`src/rtl/hk_spi_passthru.sv`:
```
// Housekeeping SPI slave for the management area.
//
// Gives an external host register access (manufacturer/product/user IDs and a CPU
// reset control bit) over 4-wire SPI. It also offers a pass-thru mode: the host SPI
// is routed straight to the management flash pads while the CPU is held in reset.
//
// Ports:
//   clock, resetb                  system clock, async active-low reset
//   sck, csb, sdi, sdo, sdo_enb    host SPI (sck/csb/sdi asynchronous to clock)
//   cpu_reset                      holds the management CPU in reset when 1
//   soc_flash_csb/clk/io0/io1      SoC flash controller side
//   flash_csb/clk/io0/io1          management flash pads
//
// Optional build macro USER_PASSTHRU_EN adds user_flash_csb/clk/io0/io1 and the
// 0xC6 command, which routes the host SPI to those ports without resetting the CPU.
//
// Command byte: 0x00 no-op, 0x80/0x40/0xC0 write/read/read-write stream,
// bits 5:3 = n != 0 select a counted transfer of n bytes, 0xC4 pass-thru.
// Any other command is ignored until csb rises.

module hk_spi_passthru #(
  parameter logic [11:0] MFGR_ID = 12'h456,
  parameter logic [7:0]  PROD_ID = 8'h10,
  parameter logic [31:0] USER_ID = 32'h0
) (
  input  logic clock,
  input  logic resetb,
  input  logic sck,
  input  logic csb,
  input  logic sdi,
  output logic sdo,
  output logic sdo_enb,
  output logic cpu_reset,
  input  logic soc_flash_csb,
  input  logic soc_flash_clk,
  input  logic soc_flash_io0,
  output logic soc_flash_io1,
  output logic flash_csb,
  output logic flash_clk,
  output logic flash_io0,
  input  logic flash_io1
`ifdef USER_PASSTHRU_EN
  ,
  output logic user_flash_csb,
  output logic user_flash_clk,
  output logic user_flash_io0,
  input  logic user_flash_io1
`endif
);

  typedef enum logic [2:0] {StIdle, StCmd, StAddr, StData, StPass} state_t;

  // Synchronizers and edge detection
  logic sck_s1, sck_s2, sck_d;
  logic csb_s1, csb_s2, csb_d;
  logic sdi_s1, sdi_s2;

  always_ff @(posedge clock or negedge resetb) begin
    if (!resetb) begin
      sck_s1 <= 1'b0;
      sck_s2 <= 1'b0;
      sck_d  <= 1'b0;
      csb_s1 <= 1'b1;
      csb_s2 <= 1'b1;
      csb_d  <= 1'b1;
      sdi_s1 <= 1'b0;
      sdi_s2 <= 1'b0;
    end else begin
      sck_s1 <= sck;
      sck_s2 <= sck_s1;
      sck_d  <= sck_s2;
      csb_s1 <= csb;
      csb_s2 <= csb_s1;
      csb_d  <= csb_s2;
      sdi_s1 <= sdi;
      sdi_s2 <= sdi_s1;
    end
  end

  logic sck_rise, sck_fall, csb_fall;
  assign sck_rise = sck_s2 & ~sck_d;
  assign sck_fall = ~sck_s2 & sck_d;
  assign csb_fall = ~csb_s2 & csb_d;

  // Protocol state
  state_t      state_q;
  logic [2:0]  bit_cnt_q;
  logic [6:0]  shift_q;
  logic [7:0]  addr_q;
  logic [2:0]  cnt_q;
  logic        counted_q;
  logic        wr_q;
  logic        rd_q;
  logic        load_q;     // next falling sck loads the read shifter
  logic [7:0]  out_sr_q;
  logic        cpu_rst_q;

  logic [7:0]  byte_in;
  logic        byte_done;
  logic        shifting;
  logic [7:0]  rd_data;

  assign byte_in   = {shift_q, sdi_s2};
  assign shifting  = (state_q == StCmd) || (state_q == StAddr) || (state_q == StData);
  assign byte_done = sck_rise && shifting && (bit_cnt_q == 3'd7);

  always_comb begin
    rd_data = 8'h00;
    case (addr_q)
      8'h01:   rd_data = {4'h0, MFGR_ID[11:8]};
      8'h02:   rd_data = MFGR_ID[7:0];
      8'h03:   rd_data = PROD_ID;
      8'h04:   rd_data = USER_ID[31:24];
      8'h05:   rd_data = USER_ID[23:16];
      8'h06:   rd_data = USER_ID[15:8];
      8'h07:   rd_data = USER_ID[7:0];
      8'h08:   rd_data = {7'h00, cpu_rst_q};
      default: rd_data = 8'h00;
    endcase
  end

  logic pass_user;
`ifdef USER_PASSTHRU_EN
  logic pass_user_q;
  assign pass_user = pass_user_q;
`else
  assign pass_user = 1'b0;
`endif

  always_ff @(posedge clock or negedge resetb) begin
    if (!resetb) begin
      state_q   <= StIdle;
      bit_cnt_q <= '0;
      shift_q   <= '0;
      addr_q    <= '0;
      cnt_q     <= '0;
      counted_q <= 1'b0;
      wr_q      <= 1'b0;
      rd_q      <= 1'b0;
      load_q    <= 1'b0;
      out_sr_q  <= '0;
      cpu_rst_q <= 1'b0;
`ifdef USER_PASSTHRU_EN
      pass_user_q <= 1'b0;
`endif
    end else if (csb_s2) begin
      // Deselected: abandon any frame in progress, keep register contents.
      state_q   <= StIdle;
      bit_cnt_q <= '0;
      shift_q   <= '0;
      cnt_q     <= '0;
      counted_q <= 1'b0;
      wr_q      <= 1'b0;
      rd_q      <= 1'b0;
      load_q    <= 1'b0;
      out_sr_q  <= '0;
`ifdef USER_PASSTHRU_EN
      pass_user_q <= 1'b0;
`endif
    end else begin
      if (sck_rise && shifting) begin
        bit_cnt_q <= bit_cnt_q + 3'd1;
        shift_q   <= byte_in[6:0];
      end
      unique case (state_q)
        StIdle: begin
          if (csb_fall) begin
            state_q   <= StCmd;
            bit_cnt_q <= '0;
          end
        end
        StCmd: begin
          if (byte_done) begin
            if (byte_in == 8'hC4) begin
              state_q <= StPass;
`ifdef USER_PASSTHRU_EN
            end else if (byte_in == 8'hC6) begin
              state_q     <= StPass;
              pass_user_q <= 1'b1;
`endif
            end else if (byte_in[2:0] == 3'b000 && byte_in[7:6] != 2'b00) begin
              wr_q      <= byte_in[7];
              rd_q      <= byte_in[6];
              cnt_q     <= byte_in[5:3];
              counted_q <= |byte_in[5:3];
              state_q   <= StAddr;
            end else begin
              // No-op or unknown: sit idle until csb rises.
              state_q <= StIdle;
            end
          end
        end
        StAddr: begin
          if (byte_done) begin
            addr_q  <= byte_in;
            load_q  <= rd_q;
            state_q <= StData;
          end
        end
        StData: begin
          if (sck_fall) begin
            if (load_q) begin
              out_sr_q <= rd_data;
              load_q   <= 1'b0;
            end else begin
              out_sr_q <= {out_sr_q[6:0], 1'b0};
            end
          end
          if (byte_done) begin
            if (wr_q && addr_q == 8'h08) cpu_rst_q <= byte_in[0];
            addr_q <= addr_q + 8'd1;
            if (counted_q && cnt_q == 3'd1) begin
              state_q <= StIdle;
              rd_q    <= 1'b0;
            end else begin
              load_q <= rd_q;
              if (counted_q) cnt_q <= cnt_q - 3'd1;
            end
          end
        end
        StPass: begin
        end
        default: state_q <= StIdle;
      endcase
    end
  end

  // Pass-thru ends as soon as the synchronized csb is seen high, which releases
  // cpu_reset two clocks after the raw csb rise; flash_csb follows raw csb directly.
  logic pass_on, mgmt_pass, user_pass, user_io1;
  assign pass_on   = (state_q == StPass) && !csb_s2;
  assign mgmt_pass = pass_on && !pass_user;
  assign user_pass = pass_on && pass_user;

`ifdef USER_PASSTHRU_EN
  assign user_io1       = user_flash_io1;
  assign user_flash_csb = user_pass ? csb : 1'b1;
  assign user_flash_clk = user_pass ? sck : 1'b0;
  assign user_flash_io0 = user_pass ? sdi : 1'b0;
`else
  assign user_io1 = 1'b0;
`endif

  assign flash_csb     = mgmt_pass ? csb : soc_flash_csb;
  assign flash_clk     = mgmt_pass ? sck : soc_flash_clk;
  assign flash_io0     = mgmt_pass ? sdi : soc_flash_io0;
  assign soc_flash_io1 = flash_io1;
  assign cpu_reset     = cpu_rst_q | mgmt_pass;
  // Released immediately by raw csb; csb_s2 holds it off during reset.
  assign sdo_enb       = csb | csb_s2;

  always_comb begin
    sdo = 1'b0;
    if (mgmt_pass)                          sdo = flash_io1;
    else if (user_pass)                     sdo = user_io1;
    else if (state_q == StData && rd_q)     sdo = out_sr_q[7];
  end

endmodule

```
`config.mk`:
```
export PLATFORM = sky130hd
export DESIGN_NAME = hk_spi_passthru
export DESIGN_NICKNAME = d
export VERILOG_FILES = /design/src/rtl/hk_spi_passthru.sv
export SDC_FILE = /design/constraint.sdc
export NUM_CORES = 1
export LEC_CHECK = 0
export BUFFER_PORTS_ARGS = -buffer_cell sky130_fd_sc_hd__buf_2
export CORE_MARGIN = 1.5
export CORE_UTILIZATION = 30
export CTS_CLUSTER_DIAMETER = 120
export DETAILED_ROUTE_END_ITERATION = 8
export PLACE_DENSITY = 0.47
export SLEW_MARGIN = 25
export SYNTH_ARGS = -nofsm -noshare
export SYNTH_HDL_FRONTEND = slang
export SYNTH_SLANG_ARGS = --single-unit
```
`constraint.sdc`:
```
create_clock -name clock -period 2.5 [get_ports clock]
set_input_delay 0.375 -clock clock [delete_from_list [all_inputs] [get_ports clock]]
set_output_delay 0.375 -clock clock [all_outputs]
set_load 0.01 [all_outputs]
```
# [Yosys cells after proc, flatten, opt, wreduce, memory -nomap -nowiden]
# Index checks and enable logic that the tools add are counted.
[classes] addsub=3 n_eq_ne=24 mux=59 bitwise_logic=8 n_reduce_logical=31
[op_table] op="3-bit 2-to-1 mux" n=18
[op_table] op="8-bit 2-to-1 mux" n=6
[op_table] op="7-bit one-hot mux with 4 select lines" n=1
[op_table] op="1-bit 2-to-1 mux" n=26
[op_table] op="3-bit != test (second input constant)" n=8
[op_table] op="8-bit by 2-bit equality test with 1-bit output (second input constant)" n=2
[op_table] op="8-bit one-hot mux with 2 select lines" n=1
[op_table] op="2-bit nonzero test" n=8
[op_table] op="3-bit one-hot mux with 5 select lines" n=1
[op_table] op="7-bit 2-to-1 mux" n=2
[op_table] op="4-bit AND reduction" n=3
[op_table] op="6-bit AND reduction" n=2
[op_table] op="8-bit by 1-bit adder with 8-bit output (second input constant)" n=1
[op_table] op="8-bit by 1-bit equality test with 1-bit output (second input constant)" n=1
[op_table] op="8-bit by 4-bit equality test with 1-bit output (second input constant)" n=1
[op_table] op="8-bit equality test (second input constant)" n=1
[op_table] op="2-bit != test (second input constant)" n=4
[op_table] op="1-bit logical AND" n=7
[op_table] op="7-bit AND reduction" n=1
[op_table] op="3-bit by 1-bit equality test with 1-bit output (second input constant)" n=2
[op_table] op="3-bit by 2-bit equality test with 1-bit output (second input constant)" n=2
[op_table] op="3-bit equality test (second input constant)" n=2
[op_table] op="3-bit zero test" n=2
[op_table] op="3-bit one-hot mux with 2 select lines" n=1
[op_table] op="other kinds (13)" n=22
[totals] regBits=45 out_inout_bits=7

# [Depth between registers and ports, before layout]
[depth] depth_word=8 ltp_mapped=7 depth_no_buf=6

# [Worst setup path before layout]
# Ideal clock, no wire load.
[synth_timing] kind="flip-flop to flip-flop" start="register addr_q[2]" end="register cpu_rst_q" arrival_ps=1888 required_ps=2372 setup_slack_ps=485 stages_incl_launch_ff=5 path_buffers=0 synth_period_minus_slack_ps=2015 cell_sequence="dfrtp_1 > or4_1 > or4b_4 > nor3_2 > mux2_1"
[synth_via] elab_chain_cells=3
[synth_lines] item="from (decl)" line="89" text="logic [7:0] addr_q;"
[synth_lines] item="from (signal assigned)" line="195" text="addr_q <= byte_in;"
[synth_lines] item="from (signal assigned)" line="211" text="addr_q <= addr_q + 8'd1;"
[synth_lines] item="8-bit by 4-bit equality test with 1-bit output" line="210" text="if (wr_q && addr_q == 8'h08) cpu_rst_q <= byte_in[0];"
[synth_lines] item="1-bit logical AND" line="210"
[synth_lines] item="4-bit AND reduction (no source line)"
[synth_lines] item="to (signal assigned)" line="210"
[synth_lines] item="to (decl)" line="96" text="logic cpu_rst_q;"
# Every way passes these cells.
# A chain may end at the register's enable or synchronous reset.

# [Worst setup path after layout]
[layout_timing] start="register state_q[0]" end="output flash_io0"
[layout_via] elab_chain_cells=3
[layout_lines] item="from (decl)" line="86" text="state_t state_q;"
[layout_lines] item="from (signal assigned)" line="132" text="state_q <= StIdle;"
[layout_lines] item="from (signal assigned)" line="148" text="state_q <= StIdle;"
[layout_lines] item="from (signal assigned)" line="168" text="state_q <= StCmd;"
[layout_lines] item="3-bit equality test" line="231" text="assign pass_on = (state_q == StPass) && !csb_s2;"
[layout_lines] item="1-bit logical AND" line="231"
[layout_lines] item="1-bit 2-to-1 mux" line="246" text="assign flash_io0 = mgmt_pass ? sdi : soc_flash_io0;"
[layout_lines] item="to (decl)" line="40" text="output logic flash_io0,"
# Every way passes these cells.

==> metrics.csv <==
stage,metric,value,unit
synth,Synth top area share,0.425,
clock_network,hold bufs inserted after CTS,0,
sta,fmax,0.437,GHz
synth,Syn Inst Count,251,
grt,grt total ovfl,0,
sta,setup TNS,0,ns
synth,syn_nets,268,
grt,Tot GR Track Use,0.141,
routing,WL met2,2490,microns
setup_path,WS Path Type,reg -> out,
routing,TritonRoute pass-1 iters,4,
floorplanning,core box area,0.00785,sq mm
clock_network,CTS tree,built,
clock_network,H-Tree Depth,2,
sta,Final Critical Period,2.29,ns
floorplanning,boundary pin count,16,
synth,Ys Warns,0,
synth,synthesized area,0.00247,sq mm
routing,Vias,1936,
setup_path,Reg2Reg Depth,4,
setup_path,Worst Path Required,2.12,ns
routing,Post-Route WL,5640,microns
setup_path,"slowest stage delay, CP",0.57,ns
setup_path,crit path max fanout,12,
pwr,leakage,1.22,nW
synth,top post-synthesis cells by area,"dfrtp_1, a21oi_1, ha_1, mux2i_1, nor2_1",
grt,initial antenna violation count,0,
sta,RSZ-0062 raised after global routing,false,
synth,"Top FF cell, synth",dfrtp_1,
synth,"Avg Cell Area, Syn",9.86,sq um
routing,met3 WL,134,microns
routing,Met1 Wirelength,2960,microns
final_layout,Fill cells,852,
routing,mean number of vias per cell,5.19,
setup_path,type of origin of the critical path,register,
final_layout,"Net count, final",287,
sta,Final period util,0.915,
clock_network,TritonCTS buffer count,5,
synth,most numerous cell in the Yosys netlist,dfrtp_1,
synth,unique cell type count in the Yosys netlist,64,
sta,final hold violations,0,
clock_network,"Clk pin slew, worst setup/hold paths",0.09,ns
routing,Avg WL per Cell,15.1,microns
clock_network,post-CTS sizing,0,
final_layout,Final Non-Filler Cells,373,
placed_design,input/output buffers,15,
final_layout,diode count,0,
clock_network,CTS sink cnt,45,
sta,WHS,0.160,ns
floorplanning,row count,32,
routing,"antenna viol nets, final",0,
floorplanning,DIE AREA,0.00880,sq mm
floorplanning,Die Span X,93.8,microns
sta,Final Skew,0.00719,ns
grt,pin count of the biggest net entering global routing,46,
final_layout,synthesis-to-layout area growth,12.4,%
setup_path,r2r setup slk,0.39,ns
synth,"EDFF count, synth",0,
status,status,"complete, no violations",
setup_path,slowest cell on the critical path,nor4b_2,
clock_network,maximum root-to-sink buffer count,2,
clock_network,Post-CTS Setup Inserts,0,
pwr,PwrDens,461,mW/mm^2
sta,final setup fails,0,
clock_network,CTS Root Cell,clkbuf_8,
synth,Post-synth ARST share,1.00,
routing,drc violations,0,
sta,"Slew Viols, Final",0,
floorplanning,height of the die,93.8,microns
setup_path,Crit. End Element,output pin,
grt,first-pass GRT wire length,9630,microns
flow_run,reported max-cap violation count,0,
setup_path,CP Data Arrival Time,1.91,ns
grt,vias in the first global route,1850,
setup_path,CP cell instances,nor4b_2 > mux2_2 > buf_2,
setup_path,R2R Path End,cpu_rst_q,
routing,max layer used,met4,
setup_path,worst r2r src,addr_q[2],
placed_design,post-DP HPWL,3990,microns
synth,largest area contributor in the netlist,dfrtp_1,
routing,initial drt markers,47,
synth,"Seq/Total Area, Yosys",0.457,
synth,Synth Register Bits,45,
floorplanning,Initial Util,0.315,
sta,Max-slew headroom,0.595,
placed_design,Placed Instances,365,
placed_design,global placement routability congestion,0.781,
synth,top post-synthesis cells by count,"dfrtp_1, a21oi_1, nor2_1",
sta,Slew @ Worst Pin,0.608,ns
clock_network,Clock Latency Late Sink,0.29,ns
pwr,Max VDD drop,215,uV
final_layout,layout cells sized above 1,0.177,
worst_hold_path,worst hold-check path type,in -> async,
==> worst max path at each step <==
stage	startpoint	endpoint	slack, ns	cells past startpoint
floorplan	addr_q[2]	cpu_rst_q	0.48	4
CTS	state_q[0]	flash_io0	0.18	3
global placement	addr_q[2]	cpu_rst_q	0.45	4
detailed placement	addr_q[2]	cpu_rst_q	0.40	4
global route	state_q[0]	flash_csb	0.09	3
finish	state_q[0]	flash_io0	0.21	3
==> logic make-up (layout without fill, tap and decap cells) <==
family	count (synthesis)	in the layout	share of synthesized area
AO/OA/AOI/OAI	66	66	0.175
XOR/XNOR	1	1	0.00354
adder cells (fa/ha/maj)	8	8	0.0404
buffers and inverters	19	39	0.0324
flip-flops	45	45	0.457
multiplexers	13	13	0.0546
AND/OR/NAND/NOR	99	99	0.237
==> critical path: cells and delay by family (launching register included) <==
kind                   cells  cell delay (ns)
muxes                      1             0.40
DFF                        1             0.52
buffers and inverters      1             0.14
and+or+nand+nor            1             0.57
==> metal layers <==
metal / vias to the layer above / GRT usage
li1: 954 / -
met1: 951 / 0.206
met2: 26 / 0.211
met3: 5 / 0.0243
met4: 0 / 0.0435
met5: - / 0
==> per-stage QoR <==
step            util  instance area [sq um]  power (mW)  worst slack (ns)
4_1_cts        0.354                   2780        1.31             0.182
2_1_floorplan      -                   2470       0.801             0.485
3_5_place_dp   0.343                   2690       0.837             0.399
6_report       0.354                   2780        1.28             0.213
5_1_grt        0.354                   2780        1.34            0.0855
3_3_place_gp   0.343                   2690       0.838             0.446
==> final cells by class <==
class | instances | area (sq um) | area share
Timing Repair Buffer | 24 | 143 | 0.0513
Sequential cell | 45 | 1130 | 0.406
Clock buffer | 8 | 90.1 | 0.0324
Tap cell | 102 | 128 | 0.0459
Inverter | 7 | 26.3 | 0.00945
Multi-Input combinational cell | 187 | 1260 | 0.455
==> power by group <==
| group | total [mW] | leakage, nW | switching, mW | internal (mW) |
|---|---|---|---|---|
| Combinational | 0.0725 | 0.564 | 0.0465 | 0.0260 |
| Clock | 0.462 | 0.0455 | 0.236 | 0.226 |
| Sequential | 0.748 | 0.606 | 0.0104 | 0.738 |
==> flip-flops by register name (all words and copies together) (netlist names), 3 cells and up <==
register and count:
state_q 3, bit_cnt_q 3, addr_q 8, out_sr_q 8, shift_q 7, cnt_q 3
==> cell usage in the layout, fill, tap and decap left out, types with 2 or more instances in the layout <==
master	n
or2_2	2
or2_1	2
a21o_1	4
o31ai_1	2
dfrtp_1	42
clkbuf_1	2
nor2b_1	6
a21oi_1	23
nand2b_1	6
o22ai_1	4
buf_2	15
o211ai_1	2
a31oi_1	2
nand3_1	7
o21ai_0	8
a221o_1	2
or3_1	4
inv_1	7
mux2_2	3
dfstp_2	3
nor3_1	5
or3b_1	2
ha_1	8
a211o_1	2
nand2_1	18
and3b_1	2
clkbuf_8	6
buf_4	9
nand3b_1	6
nor2_1	22
o21ai_1	4
mux2i_1	9
(Power assumes the default switching activity.)
